File: src/rtl/pe_mac_cfg_if.sv
// Port bundle of one systolic processing element: west/north operands and
// partial sums in, registered east/south forwards, accumulator and drain chain out.
interface pe_mac_cfg_if #(
    parameter int A_W   = 8,
    parameter int B_W   = 8,
    parameter int ACC_W = 20
);
    logic                    mode;
    logic                    clr;
    logic signed [A_W-1:0]   a_in;
    logic                    a_vld_in;
    logic signed [B_W-1:0]   b_in;
    logic                    b_vld_in;
    logic                    w_load;
    logic signed [ACC_W-1:0] ps_in;
    logic                    drain;
    logic signed [ACC_W-1:0] drain_in;
    logic signed [A_W-1:0]   a_out;
    logic                    a_vld_out;
    logic signed [B_W-1:0]   b_out;
    logic                    b_vld_out;
    logic signed [ACC_W-1:0] ps_out;
    logic                    ps_vld_out;
    logic signed [ACC_W-1:0] acc_out;
    logic signed [ACC_W-1:0] drain_out;
    logic                    sat_flag;

    modport master (
        output mode, clr, a_in, a_vld_in, b_in, b_vld_in, w_load, ps_in, drain, drain_in,
        input  a_out, a_vld_out, b_out, b_vld_out, ps_out, ps_vld_out, acc_out, drain_out,
               sat_flag
    );

    modport slave (
        input  mode, clr, a_in, a_vld_in, b_in, b_vld_in, w_load, ps_in, drain, drain_in,
        output a_out, a_vld_out, b_out, b_vld_out, ps_out, ps_vld_out, acc_out, drain_out,
               sat_flag
    );
endinterface

File: src/rtl/pe_mac_cfg.sv
// Systolic PE with runtime output-stationary / weight-stationary dataflow,
// optional saturation, sticky overflow flag and an accumulator drain chain.
module pe_mac_cfg #(
    parameter int A_W   = 8,
    parameter int B_W   = 8,
    parameter int ACC_W = 20,
    parameter bit SAT   = 1'b1
) (
    input  logic          clk,
    input  logic          rst_n,
    pe_mac_cfg_if.slave   bus
);
    localparam int PW = A_W + B_W;

    generate
        if (ACC_W < PW) begin : g_width_check
            $error("pe_mac_cfg: ACC_W must be at least A_W+B_W");
        end
    endgenerate

    logic signed [A_W-1:0]   a_reg;
    logic                    a_vld_reg;
    logic signed [B_W-1:0]   b_reg;
    logic                    b_vld_reg;
    logic signed [B_W-1:0]   w_reg, w_next;
    logic signed [ACC_W-1:0] acc_reg, acc_next;
    logic signed [ACC_W-1:0] ps_reg, ps_next;
    logic                    ps_vld_reg, ps_vld_next;
    logic                    sat_reg, sat_next;

    logic signed [B_W-1:0]   op_b;
    logic signed [PW-1:0]    prod_full;
    logic signed [ACC_W-1:0] prod;
    logic signed [ACC_W-1:0] ws_addend;
    logic                    fire;
    logic [ACC_W:0]          os_res;
    logic [ACC_W:0]          ws_res;

    // Returns {overflow, result}; the add is done one bit wider so overflow
    // shows up as disagreement between the top two bits.
    function automatic logic [ACC_W:0] sat_add(input logic signed [ACC_W-1:0] x,
                                               input logic signed [ACC_W-1:0] y);
        logic signed [ACC_W:0] s;
        logic                  ovf;
        logic [ACC_W-1:0]      r;
        s   = {x[ACC_W-1], x} + {y[ACC_W-1], y};
        ovf = s[ACC_W] ^ s[ACC_W-1];
        if (SAT && ovf)
            r = s[ACC_W] ? {1'b1, {(ACC_W-1){1'b0}}} : {1'b0, {(ACC_W-1){1'b1}}};
        else
            r = s[ACC_W-1:0];
        return {ovf, r};
    endfunction

    // In WS mode the multiplier always sees the stored weight, so a same-cycle
    // w_load only affects the next product.
    assign op_b      = bus.mode ? w_reg : bus.b_in;
    assign prod_full = bus.a_in * op_b;
    assign prod      = ACC_W'(prod_full);
    assign fire      = bus.a_vld_in & bus.b_vld_in;
    assign ws_addend = bus.a_vld_in ? prod : '0;
    assign os_res    = sat_add(acc_reg, prod);
    assign ws_res    = sat_add(bus.ps_in, ws_addend);

    always_comb begin
        acc_next    = acc_reg;
        ps_next     = ps_reg;
        ps_vld_next = 1'b0;
        w_next      = w_reg;
        sat_next    = sat_reg;
        if (!bus.mode) begin
            if (bus.drain) begin
                acc_next = bus.drain_in;
            end else if (bus.clr) begin
                acc_next = fire ? prod : '0;
                sat_next = 1'b0;
            end else if (fire) begin
                acc_next = os_res[ACC_W-1:0];
                if (os_res[ACC_W])
                    sat_next = 1'b1;
            end
        end else begin
            if (bus.w_load)
                w_next = bus.b_in;
            ps_next     = ws_res[ACC_W-1:0];
            ps_vld_next = bus.a_vld_in;
            if (bus.drain)
                acc_next = bus.drain_in;
            if (bus.clr)
                sat_next = 1'b0;
            else if (ws_res[ACC_W])
                sat_next = 1'b1;
        end
    end

    always_ff @(posedge clk) begin
        if (!rst_n) begin
            a_reg      <= '0;
            a_vld_reg  <= 1'b0;
            b_reg      <= '0;
            b_vld_reg  <= 1'b0;
            w_reg      <= '0;
            acc_reg    <= '0;
            ps_reg     <= '0;
            ps_vld_reg <= 1'b0;
            sat_reg    <= 1'b0;
        end else begin
            a_reg      <= bus.a_in;
            a_vld_reg  <= bus.a_vld_in;
            b_reg      <= bus.b_in;
            b_vld_reg  <= bus.b_vld_in;
            w_reg      <= w_next;
            acc_reg    <= acc_next;
            ps_reg     <= ps_next;
            ps_vld_reg <= ps_vld_next;
            sat_reg    <= sat_next;
        end
    end

    assign bus.a_out      = a_reg;
    assign bus.a_vld_out  = a_vld_reg;
    assign bus.b_out      = b_reg;
    assign bus.b_vld_out  = b_vld_reg;
    assign bus.ps_out     = ps_reg;
    assign bus.ps_vld_out = ps_vld_reg;
    assign bus.acc_out    = acc_reg;
    assign bus.drain_out  = acc_reg;
    assign bus.sat_flag   = sat_reg;
endmodule
File: src/flat_wrapper.sv
// flat-port wrapper written by rule: the top's interface ports become plain ports
module pe_mac_cfg_flat 
#(
    parameter int A_W   = 8,
    parameter int B_W   = 8,
    parameter int ACC_W = 20,
    parameter bit SAT   = 1'b1
)
  (clk, rst_n, bus_mode, bus_clr, bus_a_in, bus_a_vld_in, bus_b_in, bus_b_vld_in, bus_w_load, bus_ps_in, bus_drain, bus_drain_in, bus_a_out, bus_a_vld_out, bus_b_out, bus_b_vld_out, bus_ps_out, bus_ps_vld_out, bus_acc_out, bus_drain_out, bus_sat_flag);
  pe_mac_cfg_if #(.A_W(A_W), .B_W(B_W), .ACC_W(ACC_W)) bus_i ();
  input  logic clk;
  input  logic rst_n;
  input wire logic [$bits(bus_i.mode)-1:0] bus_mode;
  input wire logic [$bits(bus_i.clr)-1:0] bus_clr;
  input wire logic [$bits(bus_i.a_in)-1:0] bus_a_in;
  input wire logic [$bits(bus_i.a_vld_in)-1:0] bus_a_vld_in;
  input wire logic [$bits(bus_i.b_in)-1:0] bus_b_in;
  input wire logic [$bits(bus_i.b_vld_in)-1:0] bus_b_vld_in;
  input wire logic [$bits(bus_i.w_load)-1:0] bus_w_load;
  input wire logic [$bits(bus_i.ps_in)-1:0] bus_ps_in;
  input wire logic [$bits(bus_i.drain)-1:0] bus_drain;
  input wire logic [$bits(bus_i.drain_in)-1:0] bus_drain_in;
  output wire logic [$bits(bus_i.a_out)-1:0] bus_a_out;
  output wire logic [$bits(bus_i.a_vld_out)-1:0] bus_a_vld_out;
  output wire logic [$bits(bus_i.b_out)-1:0] bus_b_out;
  output wire logic [$bits(bus_i.b_vld_out)-1:0] bus_b_vld_out;
  output wire logic [$bits(bus_i.ps_out)-1:0] bus_ps_out;
  output wire logic [$bits(bus_i.ps_vld_out)-1:0] bus_ps_vld_out;
  output wire logic [$bits(bus_i.acc_out)-1:0] bus_acc_out;
  output wire logic [$bits(bus_i.drain_out)-1:0] bus_drain_out;
  output wire logic [$bits(bus_i.sat_flag)-1:0] bus_sat_flag;
  assign bus_i.mode = bus_mode;
  assign bus_i.clr = bus_clr;
  assign bus_i.a_in = bus_a_in;
  assign bus_i.a_vld_in = bus_a_vld_in;
  assign bus_i.b_in = bus_b_in;
  assign bus_i.b_vld_in = bus_b_vld_in;
  assign bus_i.w_load = bus_w_load;
  assign bus_i.ps_in = bus_ps_in;
  assign bus_i.drain = bus_drain;
  assign bus_i.drain_in = bus_drain_in;
  assign bus_a_out = bus_i.a_out;
  assign bus_a_vld_out = bus_i.a_vld_out;
  assign bus_b_out = bus_i.b_out;
  assign bus_b_vld_out = bus_i.b_vld_out;
  assign bus_ps_out = bus_i.ps_out;
  assign bus_ps_vld_out = bus_i.ps_vld_out;
  assign bus_acc_out = bus_i.acc_out;
  assign bus_drain_out = bus_i.drain_out;
  assign bus_sat_flag = bus_i.sat_flag;
  pe_mac_cfg #(.A_W(A_W), .B_W(B_W), .ACC_W(ACC_W), .SAT(SAT)) u_core (.clk(clk), .rst_n(rst_n), .bus(bus_i));
endmodule
File: config.mk
export PLATFORM = sky130hd
export DESIGN_NAME = pe_mac_cfg_flat
export DESIGN_NICKNAME = d
export VERILOG_FILES = /design/src/rtl/pe_mac_cfg_if.sv /design/src/rtl/pe_mac_cfg.sv /design/src/flat_wrapper.sv
export SDC_FILE = /design/constraint.sdc
export NUM_CORES = 1
export LEC_CHECK = 0
export ABC_AREA = 1
export CORE_MARGIN = 1
export CORE_UTILIZATION = 49
export CTS_CLUSTER_DIAMETER = 200
export CTS_CLUSTER_SIZE = 24
export DETAILED_ROUTE_END_ITERATION = 12
export GPL_TIMING_DRIVEN = 1
export HOLD_SLACK_MARGIN = 0.12
export PLACE_DENSITY = 0.83
export SLEW_MARGIN = 20
export SYNTH_ARGS = -nofsm -noshare
export SYNTH_HDL_FRONTEND = slang
export SYNTH_SLANG_ARGS = --single-unit
File: constraint.sdc
create_clock -name clk -period 8.3 [get_ports clk]
set_input_delay 1.66 -clock clk [delete_from_list [all_inputs] [get_ports clk]]
set_output_delay 1.66 -clock clk [all_outputs]
set_load 0.05 [all_outputs]
After elaboration in Yosys (flattened, before gate mapping)
Index checks and enable logic that the tools add are counted.
{"block": "word_totals", "regBits": 68, "elab_cells": 44}
{"block": "op_classes", "addsub": 2, "mul": 1, "eq_ne": 3, "mux": 19, "n_bitwise": 3, "reduce_logical": 7}
{"cell": "$mux W20", "count": 11}
{"cell": "$add A20 B16 Y21", "count": 1}
{"cell": "$add A20 B20 Y21", "count": 1}
{"cell": "$mul A8 B8 Y16", "count": 1}
{"cell": "$reduce_bool A3 Y1", "count": 3}
{"cell": "$mux W8", "count": 1}
{"cell": "$mux W1", "count": 7}
{"cell": "$reduce_and A2 Y1", "count": 3}
{"cell": "$reduce_and A4 Y1", "count": 1}
{"cell": "$ne A3 B1 Y1 const B", "count": 1}
{"cell": "$ne A2 B1 Y1 const B", "count": 1}
{"cell": "$ne A2 B2 Y1 const B", "count": 1}
{"cell": "$xor A1 B1 Y1", "count": 2}
{"cell": "$and A1 B1 Y1", "count": 1}

Depth between registers and ports, before layout
Gate-level depths: netlist of the first run.
{"block": "depth", "depth_word": 9, "mapped_depth": 39}

Worst setup path after synthesis of the first run
No wires, ideal clock.
{"block": "synth_timing", "path_type": "input-to-reg", "startpoint": "in bus_mode", "endpoint": "reg u_core.ps_reg[0], in the netlist u_core.bus.ps_out[0]", "setup_time_ps": 69, "arrival_time_ps": 8095, "t_required_ps": 8231, "path_slack_ps": 136, "path_stages": 35, "path_cell_list": "clkbuf_1 > clkbuf_1 > mux2i_1 > nor2_1 > fa_1 > inv_1 > fa_1 > inv_1 > fa_1 > inv_1 > fa_1 > inv_1 > ha_1 > a21oi_1 > o221ai_1 > a21o_1 > nand2_1 > nand2_1 > a21oi_1 > xor2_1 > nor2_1 > ha_1 > nand2_1 > nor2_1 > nand4_1 > o21ai_0 > nand2_1 > nand3_1 > nand2_1 > nor2_2 > nand2_1 > a21boi_2 > a21oi_4 > buf_12 > a21oi_4"}
{"block": "synth_between", "elab_chain_cells": 6, "word_cells_on_any_way": 7}
{"element": "start, declared", "line_no": "flat_wrapper.sv:13", "rtl": "input wire logic [$bits(bus_i.mode)-1:0] bus_mode;"}
{"element": "$mux W8", "line_no": "pe_mac_cfg.sv:57", "rtl": "assign op_b = bus.mode ? w_reg : bus.b_in;"}
{"element": "$mul A8 B8 Y16", "line_no": "pe_mac_cfg.sv:58", "rtl": "assign prod_full = bus.a_in * op_b;"}
{"element": "$mux W20", "line_no": "pe_mac_cfg.sv:61", "rtl": "assign ws_addend = bus.a_vld_in ? prod : '0;"}
{"element": "$add A20 B20 Y21", "line_no": "pe_mac_cfg.sv:46", "rtl": "s = {x[ACC_W-1], x} + {y[ACC_W-1], y};"}
{"element": "$mux W20 or $xor A1 B1 Y1 (tied branches)", "line_no": "pe_mac_cfg.sv:49, pe_mac_cfg.sv:47"}
{"element": "$mux W20", "line_no": "pe_mac_cfg.sv:48", "rtl": "if (SAT && ovf)"}
{"element": "end signal, assigned", "line_no": "pe_mac_cfg.sv:114", "rtl": "ps_reg <= ps_next;"}
{"element": "end, declared", "line_no": "pe_mac_cfg.sv:27", "rtl": "logic signed [ACC_W-1:0] ps_reg, ps_next;"}
Parallel ways exist; a longest one is shown, timed or not.
A chain may end at the register's enable or synchronous reset.

Worst setup path in the final report of the first run
{"block": "layout_timing", "startpoint": "in bus_b_in[1]", "endpoint": "reg u_core.ps_reg[14], in the netlist u_core.bus.ps_out[14]"}
{"block": "layout_between", "elab_chain_cells": 6, "word_cells_on_any_way": 7}
{"element": "start, declared", "line_no": "flat_wrapper.sv:17", "rtl": "input wire logic [$bits(bus_i.b_in)-1:0] bus_b_in;"}
{"element": "$mux W8 *", "line_no": "pe_mac_cfg.sv:57"}
{"element": "$mul A8 B8 Y16 *", "line_no": "pe_mac_cfg.sv:58"}
{"element": "$mux W20 *", "line_no": "pe_mac_cfg.sv:61"}
{"element": "$add A20 B20 Y21 *", "line_no": "pe_mac_cfg.sv:46"}
{"element": "$mux W20 or $xor A1 B1 Y1 (tied branches)", "line_no": "pe_mac_cfg.sv:49, pe_mac_cfg.sv:47"}
{"element": "$mux W20 *", "line_no": "pe_mac_cfg.sv:48"}
Every way passes the cells marked *; elsewhere a longest branch is shown, timed or not.

==> results of run 1 <==
-- worst min-delay path by stage --
| stage | endpoint | from | cells after the start |
|---|---|---|---|
| 3_5_place_dp | u_core.bus.sat_flag | u_core.bus.sat_flag | 2 |
| 3_3_place_gp | u_core.bus.sat_flag | u_core.bus.sat_flag | 2 |
| 2_1_floorplan | u_core.w_reg[2] | u_core.w_reg[2] | 2 |
| 4_1_cts | u_core.bus.sat_flag | u_core.bus.sat_flag | 2 |
| 6_report | u_core.bus.sat_flag | u_core.bus.sat_flag | 2 |
| 5_1_grt | u_core.bus.sat_flag | u_core.bus.sat_flag | 2 |
-- area by class of cell --
type	count	area, µm²	share of cell area
Timing Repair inverter	1	7.507	0.0007328
Sequential cell	68	1361	0.1329
Clock inverter	5	106.4	0.01038
Inverter	181	679.4	0.06632
Multi-Input combinational cell	745	5300	0.5173
Clock buffer	11	252.7	0.02467
Tap cell	184	230.2	0.02247
Timing Repair Buffer	253	2307	0.2252
-- through the flow --
| step | cells | area [µm²] | TNS [ps] |
|---|---|---|---|
| after detailed placement | 1424 | 9674 | -17260 |
| after global placement | 1424 | 9674 | -12190 |
| after global routing | 1448 | 10240 | -762.4 |
| after CTS | 1443 | 10120 | 0 |
| final | 1448 | 10240 | 0 |
| after floorplan | 1038 | 7502 | 0 |
-- Yosys cell counts (2+ instances only) --
cell type	n
o211ai_1	3
nand3_2	3
nor2_2	4
o22ai_1	5
clkbuf_1	18
a21oi_1	81
or2_2	10
buf_2	4
a21o_1	4
a21oi_2	3
nor2_4	2
o21bai_1	8
xnor2_1	12
ha_1	69
inv_2	2
mux2i_1	4
o21ai_1	4
nand4_1	7
a21oi_4	9
a31oi_1	3
fa_1	57
nand3_1	33
nand2_2	9
o31ai_1	2
o21ai_0	89
inv_1	178
nor3_1	5
nand2_1	177
nor2_1	103
dfxtp_1	68
xor2_1	27
buf_4	20
-- critical path, delay by kind of cell --
kind / cells / cell delay (ps)
adders and majority gates: 6 / 2670
and+or+nand+nor: 16 / 1530
AOI/OAI and AO/OA: 6 / 990
buffers and inverters: 7 / 980
muxes: 1 / 240
xor gates and xnor gates: 1 / 230
-- cell families after synthesis --
kind of cell | after synthesis | synth area share
adders and majority gates | 126 | 0.2672
xor gates and xnor gates | 39 | 0.04553
muxes | 4 | 0.005337
and+or+nand+nor | 358 | 0.2041
AOI/OAI and AO/OA | 218 | 0.1709
buffers and inverters | 225 | 0.1254
DFF | 68 | 0.1815
-- repair_timing --
item                       CTS  global route
resized for setup           14            25
pin swaps                    3             5
setup endpoints to repair   39            40
gates cloned                 1             0
setup buffers                2             5
-- routing by layer --
| metal | up-vias | wire length [µm] | GRT usage |
|---|---|---|---|
| li1 | 3729 | - | - |
| met1 | 3605 | 9062 | 0.3583 |
| met2 | 349 | 11010 | 0.5245 |
| met3 | 62 | 1720 | 0.05183 |
| met4 | 0 | 758 | 0.1169 |
| met5 | - | 0 | 0 |
==> metrics.yaml, run 1 <==
timing:
  fin_worst_skew_ps: 4.688
  min_period_over_period: 0.9667
  slew_violations: 0
  min_period_ps: 8024
  hold_violations: 0
  setup_violations: 0
  worst_pin_slew_ps: 946.1
  worst_slack_ps: 276.3
  slew-limit-headroom: 0.3669
  fmax_ghz: 0.1246
  hold_ws_ps: 495.0
  rsz0062_at_grt: "yes"
floorplanning:
  dieArea_um2: 15810
  core.rowCount: 44
  chipWidth_um: 125.7
  start_util: 0.5085
  ioPinCount: 144
  core-area_um2: 14750
  die_h_um: 125.7
final_layout:
  syn2layout_area_growth_pct: 36.56
  drive_gt1_frac: 0.1559
  fill_cells: 1154
  final_nets: 1449
  diodes: 0
  final_cell_mix: "inv_1 (177), nand2_1 (176), clkdlybuf4s50_1 (136)"
  finalCoreUtilization: 0.6944
  mostFrequentLayoutCell: "inv_1"
synth:
  synthFlopType: "dfxtp_1"
  synth_area_leader_cell: "dfxtp_1"
  synth-edff-count: 0
  synth_top_area_share: 0.1815
  ys_ff_latch: 68
  yosysSeqAreaShare: 0.1815
  synth_cell_types: 47
  avgSynthCellArea_um2: 7.228
  netlist_top_cells_area: "dfxtp_1 (18%), fa_1 (15%), ha_1 (12%), inv_1 (8.9%), nand2_1 (8.9%)"
  synth_nets: 1228
  async_flop_share: 0
  synth_cells: 1038
  yosysWarningCount: 0
  synth_area_um2: 7502
clock_tree:
  root_buffer: "clkbuf_16"
  htreeDepth: 3
  clk_pin_slew_ps: 60
  clock_path_buffers: 2
  clk_latency_ps: 350
  cts_tree: "done"
  cts_buffers: 9
  hold_buffers: 0
  cts.sinks: 68
critical_path:
  critical-path-max-stage-delay_ps: 550
  cp.arrival_ps: 8300
  r2r_cells: 37
  crit_end: "u_core.bus.ps_out[14]"
  worst-path-max-fanout: 9
  reg2reg_from: "u_core.w_reg[2]"
  critPathKind: "primary input to register"
  reg2reg_to: "u_core.bus.ps_out[14]"
  critPathCaptureType: "register"
  crit_required_ps: 8580
  crit_top_cell: "nand2_1"
  reg2reg_setup_slack_ps: 1560
  cpMaxStageDelayCell: "fa_1"
  critPathLaunchType: "primary input"
  startpoint: "bus_b_in[1]"
routing:
  via_per_inst: 5.349
  wl_um: 22550
  firstDrtPassIters: 5
  drtAntennaViolNets: 0
  drtIter0Drc: 598
  num_vias: 7745
  drc: 0
  wl_per_cell_um: 15.58
global_route:
  antenna_found_initial: 0
  grt_pass1_wl_um: 37430
  grt_max_degree: 68
  grt_pass1_vias: 7877
  grtUsageTotal: 0.2968
  overflow: 0
placement:
  gp_congestion: 0.9429
  dpl_worst_slack_ps: -537.1
  portBuffers: 143
  hpwlAfterDp_um: 17310
job:
  maxCapViolCount: 0
status:
  status: "completed"
hold_path:
  hp-class: "register to register"
Power of run 1 is not shown: default switching activity piles up to over one toggle a cycle in this logic, so the estimate is an artifact.
==> inputs of run 2 (changes only) <==
--- a/config.mk
+++ b/config.mk
@@ -8,7 +8,6 @@
 export ABC_AREA = 1
 export CORE_MARGIN = 1
 export CORE_UTILIZATION = 49
-export CTS_CLUSTER_DIAMETER = 200
 export CTS_CLUSTER_SIZE = 24
 export DETAILED_ROUTE_END_ITERATION = 12
 export GPL_TIMING_DRIVEN = 1
==> results of run 2 <==
The final DEF is identical to that of run 1; final timing and power are the same.
Power of run 2 is left out for the same reason.
